<file path="src/rtl/spi_ip_sr_engine.sv">
// SPI shift-register engine: parallel load, bit-serial TX/RX, 1..W bit frames.
// Strobe-driven launch/capture with abort, load-reject and completion pulses.
module spi_ip_sr_engine #(
    parameter int   PARAM_SR_WIDTH   = 16,
    parameter int   PARAM_LEN_W      = 5,
    parameter logic PARAM_IDLE_LEVEL = 1'b0
) (
    input  logic                      sre_clk_i,
    input  logic                      sre_rst_i,
    input  logic                      sre_load_i,
    input  logic [PARAM_SR_WIDTH-1:0] sre_data_load_i,
    input  logic [PARAM_LEN_W-1:0]    sre_len_i,
    input  logic                      sre_lsb_first_i,
    input  logic                      sre_en_i,
    input  logic                      sre_launch_i,
    input  logic                      sre_capture_i,
    input  logic                      sre_abort_i,
    input  logic                      sre_serial_i,
    output logic                      sre_serial_o,
    output logic [PARAM_SR_WIDTH-1:0] sre_data_out_o,
    output logic                      sre_data_ready_o,
    output logic                      sre_busy_o,
    output logic                      sre_load_err_o
);

    localparam int W  = PARAM_SR_WIDTH;
    localparam int LW = PARAM_LEN_W;
    localparam logic [LW-1:0] W_L = LW'(W);

    typedef enum logic {IDLE, SHIFT} state_t;

    state_t        state_q, state_d;
    logic [W-1:0]  tx_q, tx_d;
    logic [W-1:0]  rx_q, rx_d;
    logic [W-1:0]  dout_q, dout_d;
    logic [LW-1:0] len_q, len_d;
    logic [LW-1:0] cnt_q, cnt_d;
    logic [LW-1:0] txrem_q, txrem_d;
    logic          lsb_q, lsb_d;
    logic          ser_q, ser_d;
    logic          rdy_q, rdy_d;
    logic          err_q, err_d;

    logic [LW-1:0] len_n;
    logic [W-1:0]  rx_shift;
    logic          launch;
    logic          capture;

    // Normalise requested length: 0 or oversize means a full-width frame.
    always_comb begin
        len_n = sre_len_i;
        if (sre_len_i == '0 || sre_len_i > W_L) begin
            len_n = W_L;
        end
    end

    assign launch   = sre_en_i & sre_launch_i;
    assign capture  = sre_en_i & sre_capture_i;
    // RX shifts toward the end the first bit must finally occupy.
    assign rx_shift = lsb_q ? {sre_serial_i, rx_q[W-1:1]}
                            : {rx_q[W-2:0], sre_serial_i};

    // Next-state and datapath decisions for the IDLE/SHIFT machine.
    always_comb begin
        state_d = state_q;
        tx_d    = tx_q;
        rx_d    = rx_q;
        dout_d  = dout_q;
        len_d   = len_q;
        cnt_d   = cnt_q;
        txrem_d = txrem_q;
        lsb_d   = lsb_q;
        ser_d   = ser_q;
        rdy_d   = 1'b0;
        err_d   = 1'b0;
        unique case (state_q)
            IDLE: begin
                ser_d = PARAM_IDLE_LEVEL;
                if (sre_load_i) begin
                    state_d = SHIFT;
                    len_d   = len_n;
                    lsb_d   = sre_lsb_first_i;
                    cnt_d   = len_n;
                    txrem_d = len_n - LW'(1);
                    rx_d    = '0;
                    if (sre_lsb_first_i) begin
                        tx_d  = sre_data_load_i;
                        ser_d = sre_data_load_i[0];
                    end else begin
                        tx_d  = sre_data_load_i << (W_L - len_n);
                        ser_d = tx_d[W-1];
                    end
                end
            end
            SHIFT: begin
                err_d = sre_load_i;
                if (sre_abort_i) begin
                    state_d = IDLE;
                    ser_d   = PARAM_IDLE_LEVEL;
                    cnt_d   = '0;
                end else begin
                    if (launch) begin
                        if (txrem_q != '0) begin
                            txrem_d = txrem_q - LW'(1);
                            if (lsb_q) begin
                                tx_d  = tx_q >> 1;
                                ser_d = tx_q[1];
                            end else begin
                                tx_d  = tx_q << 1;
                                ser_d = tx_q[W-2];
                            end
                        end else begin
                            ser_d = PARAM_IDLE_LEVEL;
                        end
                    end
                    if (capture) begin
                        rx_d  = rx_shift;
                        cnt_d = cnt_q - LW'(1);
                        if (cnt_q == LW'(1)) begin
                            dout_d  = lsb_q ? (rx_shift >> (W_L - len_q))
                                            : rx_shift;
                            state_d = IDLE;
                            rdy_d   = 1'b1;
                            ser_d   = PARAM_IDLE_LEVEL;
                        end
                    end
                end
            end
        endcase
    end

    // State register with asynchronous reset to the idle condition.
    always_ff @(posedge sre_clk_i or posedge sre_rst_i) begin
        if (sre_rst_i) begin
            state_q <= IDLE;
            tx_q    <= '0;
            rx_q    <= '0;
            dout_q  <= '0;
            len_q   <= '0;
            cnt_q   <= '0;
            txrem_q <= '0;
            lsb_q   <= 1'b0;
            ser_q   <= PARAM_IDLE_LEVEL;
            rdy_q   <= 1'b0;
            err_q   <= 1'b0;
        end else begin
            state_q <= state_d;
            tx_q    <= tx_d;
            rx_q    <= rx_d;
            dout_q  <= dout_d;
            len_q   <= len_d;
            cnt_q   <= cnt_d;
            txrem_q <= txrem_d;
            lsb_q   <= lsb_d;
            ser_q   <= ser_d;
            rdy_q   <= rdy_d;
            err_q   <= err_d;
        end
    end

    assign sre_serial_o     = ser_q;
    assign sre_data_out_o   = dout_q;
    assign sre_data_ready_o = rdy_q;
    assign sre_busy_o       = (state_q == SHIFT);
    assign sre_load_err_o   = err_q;

endmodule

</file>
<file path="config.mk">
export PLATFORM = sky130hd
export DESIGN_NAME = spi_ip_sr_engine
export DESIGN_NICKNAME = d
export VERILOG_FILES = /design/src/rtl/spi_ip_sr_engine.sv
export SDC_FILE = /design/constraint.sdc
export NUM_CORES = 1
export LEC_CHECK = 0
export BUFFER_PORTS_ARGS = -buffer_cell sky130_fd_sc_hd__clkbuf_2
export CORE_AREA = 4 4 104 106
export DETAILED_ROUTE_END_ITERATION = 16
export DIE_AREA = 0 0 108 110
export PLACE_DENSITY = 0.85
export SLEW_MARGIN = 25
export SYNTH_ARGS = -nofsm -noshare
export SYNTH_HDL_FRONTEND = slang
export SYNTH_SLANG_ARGS = --single-unit
</file>
<file path="constraint.sdc">
create_clock -name sre_clk_i -period 4.4 [get_ports sre_clk_i]
set_clock_uncertainty 0.15 [all_clocks]
set_input_delay 1.32 -clock sre_clk_i [delete_from_list [all_inputs] [get_ports sre_clk_i]]
set_output_delay 1.32 -clock sre_clk_i [all_outputs]
set_load 0.1 [all_outputs]
</file>
Word level (Yosys, flattened, before mapping). Cells that the tools add are included. W data, S select, Z words.

Add/subtract/negate cells: 5. Multipliers: 0. Div/mod/pow operators: 0. Magnitude comparators: 1. Eq/ne operators: 7. Shift-type cells: 2. Muxes and demuxes: 42. Bitwise operators: 4. Reduce and logical (&&, ||, !) cells: 8.

Operators by type and width (number): $mux W16 (11); $pmux W16 S2 (2); $mux W5 (8); $pmux W5 S2 (2); $mux W1 (17); $shl A16 B5 Y16 (1); $shr A16 B5 Y16 (1); $sub A5 B1 Y5 const B (3); $sub A5 B5 Y5 const A (2); $reduce_and A4 Y1 (2); $ne A2 B1 Y1 const B (3); $eq A5 B1 Y1 const B (1); $gt A5 B5 Y1 const B (1); $logic_not A5 Y1 (1); $reduce_bool A5 Y1 (1); $ne A2 B2 Y1 const B (2); $pmux W1 S2 (2); $reduce_and A2 Y1 (2); $ne A3 B2 Y1 const B (1); $reduce_and A3 Y1 (1); $and A1 B1 Y1 (2); $not A1 Y1 (2); $logic_or A1 B1 Y1 (1).

Register bits: 68. Bits in latches: 0. RAM bits: 0. Bits in read-only memories: 0. Input port bits: 30. Output and inout bits: 20. Memories kept: 0.

Logic depth before layout (Yosys ltp). Gate-level depths: netlist of run 1.

Depth after elaboration: 8. Gate-level depth with buffers: 14. Mapped depth without buffers: 12.

Least setup slack after synthesis of run 1. No wires, ideal clock.

Kind: input-to-reg. Start point: in sre_len_i[2]. End point: reg ser_q, in the netlist sre_serial_o. Setup time: 0.133 ns. Arrival time: 4.260 ns. Slack: -0.143 ns. Stages: 14. Path buffers: 2. Cell sequence: nor4_1 > inv_1 > ha_1 > nor2b_2 > buf_6 > buf_12 > inv_1 > ha_1 > inv_2 > xnor2_4 > mux4_2 > mux2_2 > o21ai_2 > o211ai_2.

Word-level cells in the longest chain between the ends: 8.

RTL lines: from (decl) (RTL line 12) `input logic [PARAM_LEN_W-1:0] sre_len_i,`; $gt A5 B5 Y1 or $logic_not A5 Y1 (tied branches) (RTL line 52) `if (sre_len_i == '0 || sre_len_i > W_L) begin`; $logic_or A1 B1 Y1 (RTL line 52); $mux W5 * (RTL line 52); $sub A5 B5 Y5 * (RTL line 90) `tx_d = sre_data_load_i << (W_L - len_n);`; $shl A16 B5 Y16 * (RTL line 90); $mux W1 * (RTL line 86) `if (sre_lsb_first_i) begin`; $mux W1 * (RTL line 79) `if (sre_load_i) begin`; $pmux W1 S2 * (RTL line 76) `unique case (state_q)`; via ser_d (RTL line 40) `logic ser_q, ser_d;`; to (signal assigned) (RTL line 155) `ser_q <= ser_d;`; to (decl) (RTL line 40).

The timed path passes the listed nets; every way through them passes the cells marked *. A chain may end at the register's enable or synchronous reset.

Worst setup path after layout of run 1. Same ends and word-level chain as after synthesis.

==> key figures, run 1 <==
Clock network
  – Hold-fix buffers, CTS: 0
  – Root Driver: clkbuf_8
  – Htree depth: 3
  – Clock slew at reported path FFs: 0.07 ns
  – CTS max path bufs: 2
  – Post-CTS Setup Bufs: 0
  – Post-CTS resize count: 0
  – TritonCTS buffer count: 9
  – TritonCTS clock tree: yes
  – Clock sinks: 68
  – Worst skew pair latency: 0.34 ns

Floorplanning
  – Num rows: 36
  – Die ar.: 11900 um2
  – Die height: 110 um
  – Core area: 9770 um2
  – Die Wd: 108 um
  – Initial Util: 53.8%
  – Boundary Pins: 50

STA
  – Max-slew violation count: 0
  – Fin crit share: 90.9%
  – Least-Margin Pin Slew: 0.855 ns
  – Final Setup Violations: 0
  – Post-route minimum period: 4.00 ns
  – RSZ-0062 raised after global routing: false
  – Setup TNS: 0 ns
  – Hold violation total from the final report: 0
  – Final hold slack: 0.356 ns
  – Maximum achievable frequency: 250 MHz
  – Slew headroom: 43.0%

Routing
  – Met1 Wirelength: 5510 um
  – Initial DRT Pass Iterations: 6
  – Detailed-route DRC error count: 0
  – Initial DRC Count: 388
  – Met3 WL: 989 um
  – Via/cell ratio: 6.27
  – Final wirelength: 13200 um
  – Top sig layer: met4
  – Via count: 4768
  – Antenna Nets Post-Route: 0
  – WL/cell: 17.4 um
  – DR WL met2: 6370 um

Final layout
  – Most common cell after layout, fill and taps aside: nand2_1
  – Layout overhead on the synthesized area: 10.8%
  – Commonest non-fill, non-tap cells in the layout: 78 x nand2_1, 66 x dfrtp_1, 52 x o21ai_0, 50 x a21oi_1, 49 x clkbuf_2
  – Share of layout cells above drive strength 1: 22.6%
  – Final nets: 661
  – Final Core Density: 59.5%
  – Antenna Diode Count: 0

Job
  – Max-Cap Viols: 0

Min path
  – Hold Path Class: reg2reg

GRT
  – Total gr overflow: 0
  – Largest net degree at the start of global routing: 60
  – Vias in the first global route: 4518
  – Total track usage: 22.8%
  – First-pass GRT wire length: 21800 um
  – Initial antenna violation count: 0

Yosys
  – Netlist Area Pre-Place: 5250 um2
  – Flops & latches, synth: 68
  – Top_reg_cell synth: dfrtp_1
  – Synth async-reset ratio: 100%
  – Syn Nets: 628
  – Unique masters post-synth: 66
  – Number of synthesized flops with an enable pin: 0
  – Sequential-to-total area share from yosys stat: 32.4%
  – Syn avg cell area: 8.87 um2
  – Gate Count Post-Synth: 592
  – Ys Warns: 0

Worst setup path
  – Critical path launch point type: primary input
  – CP max-delay cell: mux4_2
  – Buf/Inv on CP: 3
  – CP max stage delay: 0.55 ns
  – Worst-path cell chain: clkbuf_2, nor4_2, inv_1, ha_1, nand2b_1, ha_2, inv_2, xnor2_4, mux4_2, mux2_2, o21ai_2, o211ai_2
  – Crit path max fanout: 10
  – Critical path type: in2reg
  – Top delay family on crit path: multiplexers
  – R2R setup slack: 1.78 ns
  – Crit path capture type: flop
  – WP data required: 4.45 ns
  – Critical path data arrival time: 4.05 ns

Pwr
  – Peak supply drop: 0.365 mV
  – Leakage power: 0.00238 uW
  – Switching Share: 49.7%
  – Gate power share: 52.5%
  – Psw: 1620 uW
  – Flop pwr share: 30.9%
  – Pwr per Cell Area: 560 nW/um2
  – Clock Power Share: 16.6%
  – Int Pwr: 1640 uW

Placed design
  – Gp weighted congestion: 1.03
  – Hpwl dp: 9730 um
  – I/O Buffers: 49

Status
  – Run status: completed
[kinds of logic after synthesis]
kind of cell	count (synthesis)	synth area share, %
muxes	69	19.3
adders and majority gates	6	1.43
and+or+nand+nor	188	16.6
DFF	68	32.4
xor gates and xnor gates	6	1.71
AOI/OAI and AO/OA	189	22.9
buffers and inverters	66	5.74
[worst paths after layout]
kind / start / end / cells past startpoint
min in group asynchronous: sre_rst_i / rx_q[0]$_DFFE_PP0P_ / 2
worst max-delay path: sre_len_i[2] / sre_serial_o$_DFF_PP0_ / 12
worst min register to register: tx_q[6]$_DFFE_PP0P_ / tx_q[6]$_DFFE_PP0P_ / 2
max in group asynchronous: sre_rst_i / rx_q[14]$_DFFE_PP0P_ / 3
worst min-delay path: tx_q[6]$_DFFE_PP0P_ / tx_q[6]$_DFFE_PP0P_ / 2
worst max register to register: txrem_q[2]$_DFFE_PP0P_ / txrem_q[4]$_DFFE_PP0P_ / 6
[worst register-to-register path, delay by kind of cell, from the launching register on]
family          cells  cell delay, ns
compound gates      4            1.13
flops               1            0.43
simple gates        2            0.77
[sequential cells by signal, summed over array words and instances (netlist names)]
| register | cells |
|---|---|
| rx_q | 16 |
| sre_data_out_o | 16 |
| tx_q | 16 |
| cnt_q | 5 |
| len_q | 5 |
| txrem_q | 5 |
| lsb_q | 1 |
| sre_busy_o | 1 |
| sre_data_ready_o | 1 |
| sre_load_err_o | 1 |
| sre_serial_o | 1 |
[cells in the mapped netlist, drive strengths merged, types with 13 or more instances]
master,count,share of area [%]
mux2,14,3.0
nor3,13,1.3
mux2i,31,5.9
a31oi,13,1.5
nand2,78,5.6
inv,20,1.4
nor2,42,3.0
mux4,24,10
dfrtp,68,32
o21ai,55,5.3
clkbuf,20,1.5
buf,26,2.9
a21oi,52,5.0
[power groups by stage]
stage	clock [uW]	combinational [uW]	sequential (uW)
6_report	540	1710	1010
5_1_grt	578	1830	1030
4_1_cts	547	1700	1000
3_5_place_dp	0	1700	1010
3_3_place_gp	0	1660	1000
2_1_floorplan	0	858	1520
[through the flow]
stage	total power [uW]	cell area, um2	worst slack [ns]	std cells
final	3260	5820	0.400	761
after global routing	3440	5820	0.186	761
after CTS	3250	5810	0.393	761
after detailed placement	2710	5600	0.0331	747
after global placement	2660	5600	0.118	747
after floorplan	2380	5260	0.00163	592
[cell type report]
cell class / instances / area (um2)
clock inverter: 1 / 30.0
clock buffer: 13 / 179
tap: 133 / 166
sequential: 68 / 1700
fill: 866 / 3960
inverter: 20 / 75.1
timing repair buffer: 68 / 388
multi-input combinational: 458 / 3280
[per-layer routing]
| layer | GRT usage [%] | up-vias |
|---|---|---|
| met5 | 0 | - |
| met4 | 8.48 | 0 |
| met3 | 4.66 | 43 |
| met2 | 37.6 | 233 |
| met1 | 29.8 | 2237 |
| li1 | - | 2255 |
Note: power is estimated with default switching activity, not from simulation.
==> run 2: changes to the inputs <==
Settings changed: BUFFER_PORTS_ARGS -buffer_cell sky130_fd_sc_hd__clkbuf_2 to not set, DONT_BUFFER_PORTS set to 1, PLACE_DENSITY 0.85 to 0.8.
Clock period 4.4 ns to 4.2 ns, I/O delays scaled along.
==> key figures, run 2 (synthesized netlist as in run 1, its figures left out) <==
Status
  – Run status: completed

Clock network
  – Htree depth: 3 (unchanged)
  – Clock sinks: 68 (unchanged)
  – TritonCTS buffer count: 9 (unchanged)
  – TritonCTS clock tree: yes
  – CTS max path bufs: 2 (unchanged)
  – Post-CTS Setup Bufs: 0 (unchanged)
  – Clock slew at reported path FFs: 0.08 ns (about the same)
  – Root Driver: clkbuf_8
  – Post-CTS resize count: 0 (unchanged)
  – Worst skew pair latency: 0.36 ns (+0.02 ns)
  – Hold-fix buffers, CTS: 0 (unchanged)

Final layout
  – Area of the multi-input gates: 3290 um2 (+0.46%)
  – Most common cell after layout, fill and taps aside: nand2_1
  – Antenna Diode Count: 0 (unchanged)
  – Layout overhead on the synthesized area: 6.81%
  – FILL cells: 882 (+1.8%)
  – Share of layout cells above drive strength 1: 16.4% (-6.2 points)
  – Commonest non-fill, non-tap cells in the layout: 78 x nand2_1, 66 x dfrtp_1, 52 x o21ai_0, 50 x a21oi_1, 42 x nor2_1
  – Reg area: 1700 um2 (unchanged)
  – Final nets: 610 (-7.7%)
  – Non-Filler Instances: 712 (-6.4%)

Routing
  – Via/cell ratio: 6.52 (+4.0%)
  – Initial DRT Pass Iterations: 5 (-1)
  – Final wirelength: 13300 um (+0.34%)
  – WL/cell: 18.6 um (+7.2%)
  – Via count: 4641 (-2.7%)
  – Initial DRC Count: 364 (-6.2%)
  – Detailed-route DRC error count: 0 (unchanged)
  – Antenna Nets Post-Route: 0 (unchanged)

Worst setup path
  – CP max stage delay: 0.54 ns (about the same)
  – Critical path type: in2reg
  – Crit path max fanout: 10 (unchanged)
  – WP data required: 4.29 ns (-0.16 ns)
  – Crit path capture type: flop
  – Worst-path cell chain: nor4_2, inv_1, ha_4, nand2b_1, ha_4, inv_2, xnor2_4, mux4_2, mux2_2, o21ai_2, o211ai_2
  – CP max-delay cell: mux4_2
  – Top delay family on crit path: multiplexers
  – Critical path launch point type: primary input
  – Most used cell, CP: ha_4
  – Critical path data arrival time: 3.82 ns (-0.23 ns)
  – Buf/Inv on CP: 2 (-1)

STA
  – Least-Margin Pin Slew: 0.943 ns (+0.0880 ns)
  – RSZ-0062 raised after global routing: false
  – Hold violation total from the final report: 0 (unchanged)
  – Max-slew violation count: 0 (unchanged)
  – Fin crit share: 89.0%
  – Maximum achievable frequency: 268 MHz
  – Post-route minimum period: 3.74 ns
  – Fin worst setup slack: 0.463 ns (+0.0631 ns)
  – Setup TNS: 0 ns (unchanged)
  – Slew headroom: 37.1% (-5.9 points)
  – Final Setup Violations: 0 (unchanged)

GRT
  – Total track usage: 23.9% (+1.1 points)
  – Largest net degree at the start of global routing: 45 (-25%)
  – Initial antenna violation count: 0 (unchanged)
  – Vias in the first global route: 4578 (+1.3%)
  – Total gr overflow: 0 (unchanged)
  – First-pass GRT wire length: 22700 um (+4.3%)

Floorplanning
  – Die Wd: 108 um (unchanged)
  – Die height: 110 um (unchanged)
  – Initial Util: 53.8% (unchanged)
  – Die ar.: 11900 um2 (unchanged)
  – Num rows: 36 (unchanged)
  – Core area: 9770 um2 (unchanged)
  – Boundary Pins: 50 (unchanged)

Job
  – Max-Cap Viols: 0 (unchanged)

Min path
  – Hold Path Class: reg2reg

Placed design
  – Post-Place Cells: 696 (-6.8%)
  – Pre-CTS WS: 0.0787 ns (+0.0456 ns)
  – Hpwl dp: 9610 um (-1.2%)
  – I/O Buffers: 0 (-100%)
  – Gp weighted congestion: 0.972 (-5.7%)

Pwr
  – Leakage power: 0.00218 uW (-8.8%)
  – Peak supply drop: 0.366 mV (+0.13%)
  – Pwr per Cell Area: 609 nW/um2 (+8.8%)
  – Pwr Total: 3420 uW (+4.9%)
## run 2: changes by cell type in the layout (fill, tap and decap cells not counted), sizes merged
cell      delta
buf          -2
bufinv       +2
clkbuf      -53
clkinvlp     +2
inv          +2
## run 2: path summary, 6_finish.rpt
path | startpoint | slack (ns) | end | cells after the start
worst max register to register | sre_busy_o$_DFF_PP0_ | 1.21 | tx_q[14]$_DFFE_PP0P_ | 6
min in group asynchronous | sre_rst_i | 0.66 | sre_data_out_o[4]$_DFFE_PP0P_ | 1
max in group asynchronous | sre_rst_i | 2.25 | lsb_q$_DFFE_PP0P_ | 2
worst min register to register | len_q[4]$_DFFE_PP0P_ | 0.37 | len_q[4]$_DFFE_PP0P_ | 2
worst max-delay path | sre_len_i[2] | 0.46 | sre_serial_o$_DFF_PP0_ | 11
worst min-delay path | len_q[4]$_DFFE_PP0P_ | 0.37 | len_q[4]$_DFFE_PP0P_ | 2
## run 2: worst reg2reg max path, stage by stage (launching register included)
cell and delay (ns):
dfrtp_2 0.98, nand2b_1 0.48, o31ai_2 0.69, buf_4 0.30
nand3_1 0.09, o21ai_0 0.12, a21oi_1 0.06
## run 2: layout make-up
cell class,instances,share of cell area [%]
clock inverter,7,2.19
inverter,20,1.34
clock buffer,9,2.21
sequential,68,30.4
tap,133,2.97
multi-input combinational,458,58.7
timing repair buffer,17,2.27
## run 2: report_power, final
| group | switching, uW | internal [uW] | total, uW |
|---|---|---|---|
| Sequential | 846 | 842 | 1690 |
| Combinational | 582 | 468 | 1050 |
| Clock | 281 | 398 | 679 |
| Total | 1710 | 1710 | 3420 |
## run 2: metal layers
layer | vias up | routed length [um] | track usage (%)
met2 | 196 | 6430 | 39.7
met1 | 2263 | 5520 | 31.0
met5 | - | 0 | 0
met4 | 0 | 288 | 7.75
met3 | 28 | 1030 | 5.53
li1 | 2154 | - | -
## run 2: metrics by stage
stage | hold WS, ns | util [%] | area [um2]
floorplan | 0.317 | - | 5290
global placement | 0.337 | 54.9 | 5370
detailed placement | 0.355 | 54.9 | 5370
CTS | 0.376 | 57.4 | 5610
global route | 0.407 | 57.4 | 5610
finish | 0.365 | 57.4 | 5610
==> run 3: changes to the inputs <==
Settings changed: REMOVE_ABC_BUFFERS set to 1.
==> key figures, run 3 (synthesized netlist as in run 1, its figures left out) <==
Worst setup path
  – Critical path launch point type: primary input
  – Crit path max fanout: 7 (-3)
  – WP data required: 4.26 ns (-0.03 ns)
  – Most used cell, CP: ha_1
  – CP max stage delay: 0.52 ns (-0.02 ns)
  – Worst r2r src: sre_busy_o$_DFF_PP0_
  – Critical path type: in2reg
  – R2R setup slack: 1.27 ns (+0.06 ns)
  – Worst-path cell chain: nor4_1, inv_1, ha_1, nand2b_1, ha_1, inv_2, xnor2_4, mux4_2, mux2_2, o21ai_2, o211ai_2
  – Crit Reg-Reg Endpoint: sre_data_out_o[5]$_DFFE_PP0P_
  – Worst Reg-to-Reg Cells: 7 (+1)
  – CP max-delay cell: mux4_2
  – Crit path capture type: flop
  – Critical path data arrival time: 3.88 ns (+0.06 ns)

Min path
  – Min-Delay Path Depth: 2 (unchanged)
  – Min-delay src: len_q[1]$_DFFE_PP0P_
  – Hold EP: len_q[1]$_DFFE_PP0P_
  – Hold Path Class: reg2reg

STA
  – Final Setup Violations: 0 (unchanged)
  – RSZ-0062 raised after global routing: false
  – Least-Margin Pin Slew: 0.994 ns (+0.0509 ns)
  – Maximum achievable frequency: 262 MHz (-2.3%)
  – Fin crit share: 91.0% (+2.1 points)
  – Max-slew violation count: 0 (unchanged)
  – Post-route minimum period: 3.82 ns (+0.0867 ns)
  – Hold violation total from the final report: 0 (unchanged)
  – Slew headroom: 33.2% (-3.9 points)

Clock network
  – Post-CTS resize count: 0 (unchanged)
  – Htree depth: 3 (unchanged)
  – Clock sinks: 68 (unchanged)
  – Hold-fix buffers, CTS: 0 (unchanged)
  – CTS max path bufs: 2 (unchanged)
  – TritonCTS buffer count: 9 (unchanged)
  – Root Driver: clkbuf_8
  – Post-CTS Setup Bufs: 0 (unchanged)
  – Worst skew pair latency: 0.35 ns (about the same)
  – TritonCTS clock tree: yes
  – Clock slew at reported path FFs: 0.08 ns (about the same)

Floorplanning
  – Die ar.: 11900 um2 (unchanged)
  – Boundary Pins: 50 (unchanged)
  – Die Wd: 108 um (unchanged)
  – Die height: 110 um (unchanged)
  – Num rows: 36 (unchanged)
  – Core area: 9770 um2 (unchanged)
  – Initial Util: 53.8% (unchanged)

Final layout
  – Final nets: 615 (+0.82%)
  – Reg area: 1700 um2 (unchanged)
  – Commonest non-fill, non-tap cells in the layout: 78 x nand2_1, 66 x dfrtp_1, 52 x o21ai_0, 50 x a21oi_1, 42 x nor2_1
  – Share of layout cells above drive strength 1: 16.4% (+0.031 points)
  – Antenna Diode Count: 0 (unchanged)
  – Final Core Density: 57.5% (about the same)
  – Area of the multi-input gates: 3270 um2 (-0.72%)
  – FILL cells: 865 (-1.9%)
  – Most common cell after layout, fill and taps aside: nand2_1
  – Layout overhead on the synthesized area: 6.91% (about the same)
  – Non-Filler Instances: 717 (+0.70%)

GRT
  – Vias in the first global route: 4486 (-2.0%)
  – M3 GR Usage: 4.95% (-0.58 points)
  – Routing usage on met2: 38.4% (-1.3 points)
  – M1 GR Usage: 31.3% (+0.29 points)
  – First-pass GRT wire length: 22400 um (-1.5%)
  – Initial antenna violation count: 0 (unchanged)
  – Largest net degree at the start of global routing: 49 (+8.9%)
  – Total gr overflow: 0 (unchanged)
  – Total track usage: 23.4% (-0.50 points)
  – Most used routing layer: met2

Routing
  – Via/cell ratio: 6.53 (+0.12%)
  – WL/cell: 18.5 um (-0.49%)
  – Antenna Nets Post-Route: 0 (unchanged)
  – Final wirelength: 13300 um (+0.21%)
  – Initial DRT Pass Iterations: 7 (+2)
  – Via count: 4679 (+0.82%)
  – Detailed-route DRC error count: 0 (unchanged)
  – Initial DRC Count: 447 (+23%)

Placed design
  – Post-Place Cells: 701 (+0.72%)
  – Hpwl dp: 9400 um (-2.2%)
  – Gp weighted congestion: 0.955 (-1.7%)
  – I/O Buffers: 0 (unchanged)

Pwr
  – Clock Power Share: 18.3% (-1.6 points)
  – Leakage power: 0.00219 uW (+0.78%)
  – Flop pwr share: 48.8% (-0.6 points)
  – Psw: 1700 uW (-0.64%)
  – Switching Share: 50.5% (+0.48 points)
  – Pwr per Cell Area: 599 nW/um2 (-1.7%)
  – Int Pwr: 1670 uW (-2.5%)
  – Peak supply drop: 0.368 mV (+0.70%)
  – Gate power share: 32.9% (+2.2 points)

Status
  – Run status: completed

Job
  – Max-Cap Viols: 0 (unchanged)
## run 3: cell types whose count changed in the layout (fill, tap and decap cells not counted), sizes merged
cell | before | now
buf | 17 | 22
bufinv | 3 | 2
clkbuf | 9 | 10
clkinv | 0 | 1
clkinvlp | 2 | 3
inv | 22 | 20
## run 3: worst max path at each step
| stage | from | end | slack (ns) | cells after the start |
|---|---|---|---|---|
| final | sre_len_i[2] | sre_serial_o$_DFF_PP0_ | 0.38 | 11 |
| after global placement | sre_len_i[2] | sre_serial_o$_DFF_PP0_ | 0.12 | 11 |
| after detailed placement | sre_len_i[2] | sre_serial_o$_DFF_PP0_ | 0.01 | 11 |
| after floorplan | sre_busy_o$_DFF_PP0_ | sre_data_out_o[5]$_DFFE_PP0P_ | -1.52 | 5 |
| after CTS | sre_len_i[2] | sre_serial_o$_DFF_PP0_ | 0.39 | 11 |
| after global routing | sre_len_i[2] | tx_q[10]$_DFFE_PP0P_ | 0.16 | 11 |
## run 3: metrics by stage
step	TNS, ns	cell area (um2)	hold slack [ns]	power [uW]	setup WS [ns]
finish	0	5620	0.362	3360	0.377
global route	0	5620	0.384	3540	0.161
CTS	0	5620	0.367	3360	0.385
detailed placement	0	5390	0.350	2740	0.0123
global placement	0	5380	0.339	2690	0.117
floorplan	-29.62	5030	0.317	2450	-1.52
## run 3: worst max-delay path, delay by kind of cell
kind                     cells  cell delay (ns)
multiplexers                 2             0.80
adder cells (fa/ha/maj)      2             0.69
XOR/XNOR                     1             0.20
buffers and inverters        2             0.20
AO/OA/AOI/OAI                2             0.23
AND/OR/NAND/NOR              2             0.49
## run 3: power groups by stage
stage	clock network, uW	logic, uW	registers [uW]
2_1_floorplan	0	785	1660
3_3_place_gp	0	1060	1640
6_report	614	1110	1640
5_1_grt	652	1220	1670
4_1_cts	623	1090	1640
3_5_place_dp	0	1090	1650
## run 3: layout make-up
class	instances	area share, %
Multi-Input combinational cell	458	58.2
Sequential cell	68	30.3
Timing Repair Buffer	22	3.16
Tap cell	133	2.96
Clock buffer	10	2.45
Clock inverter	6	1.56
Inverter	20	1.34
## run 3: metal layers
layer,vias up,part of all wire [%]
met5,-,0
met4,0,2.1
met3,23,9.7
met1,2245,41
li1,2156,-
met2,255,48
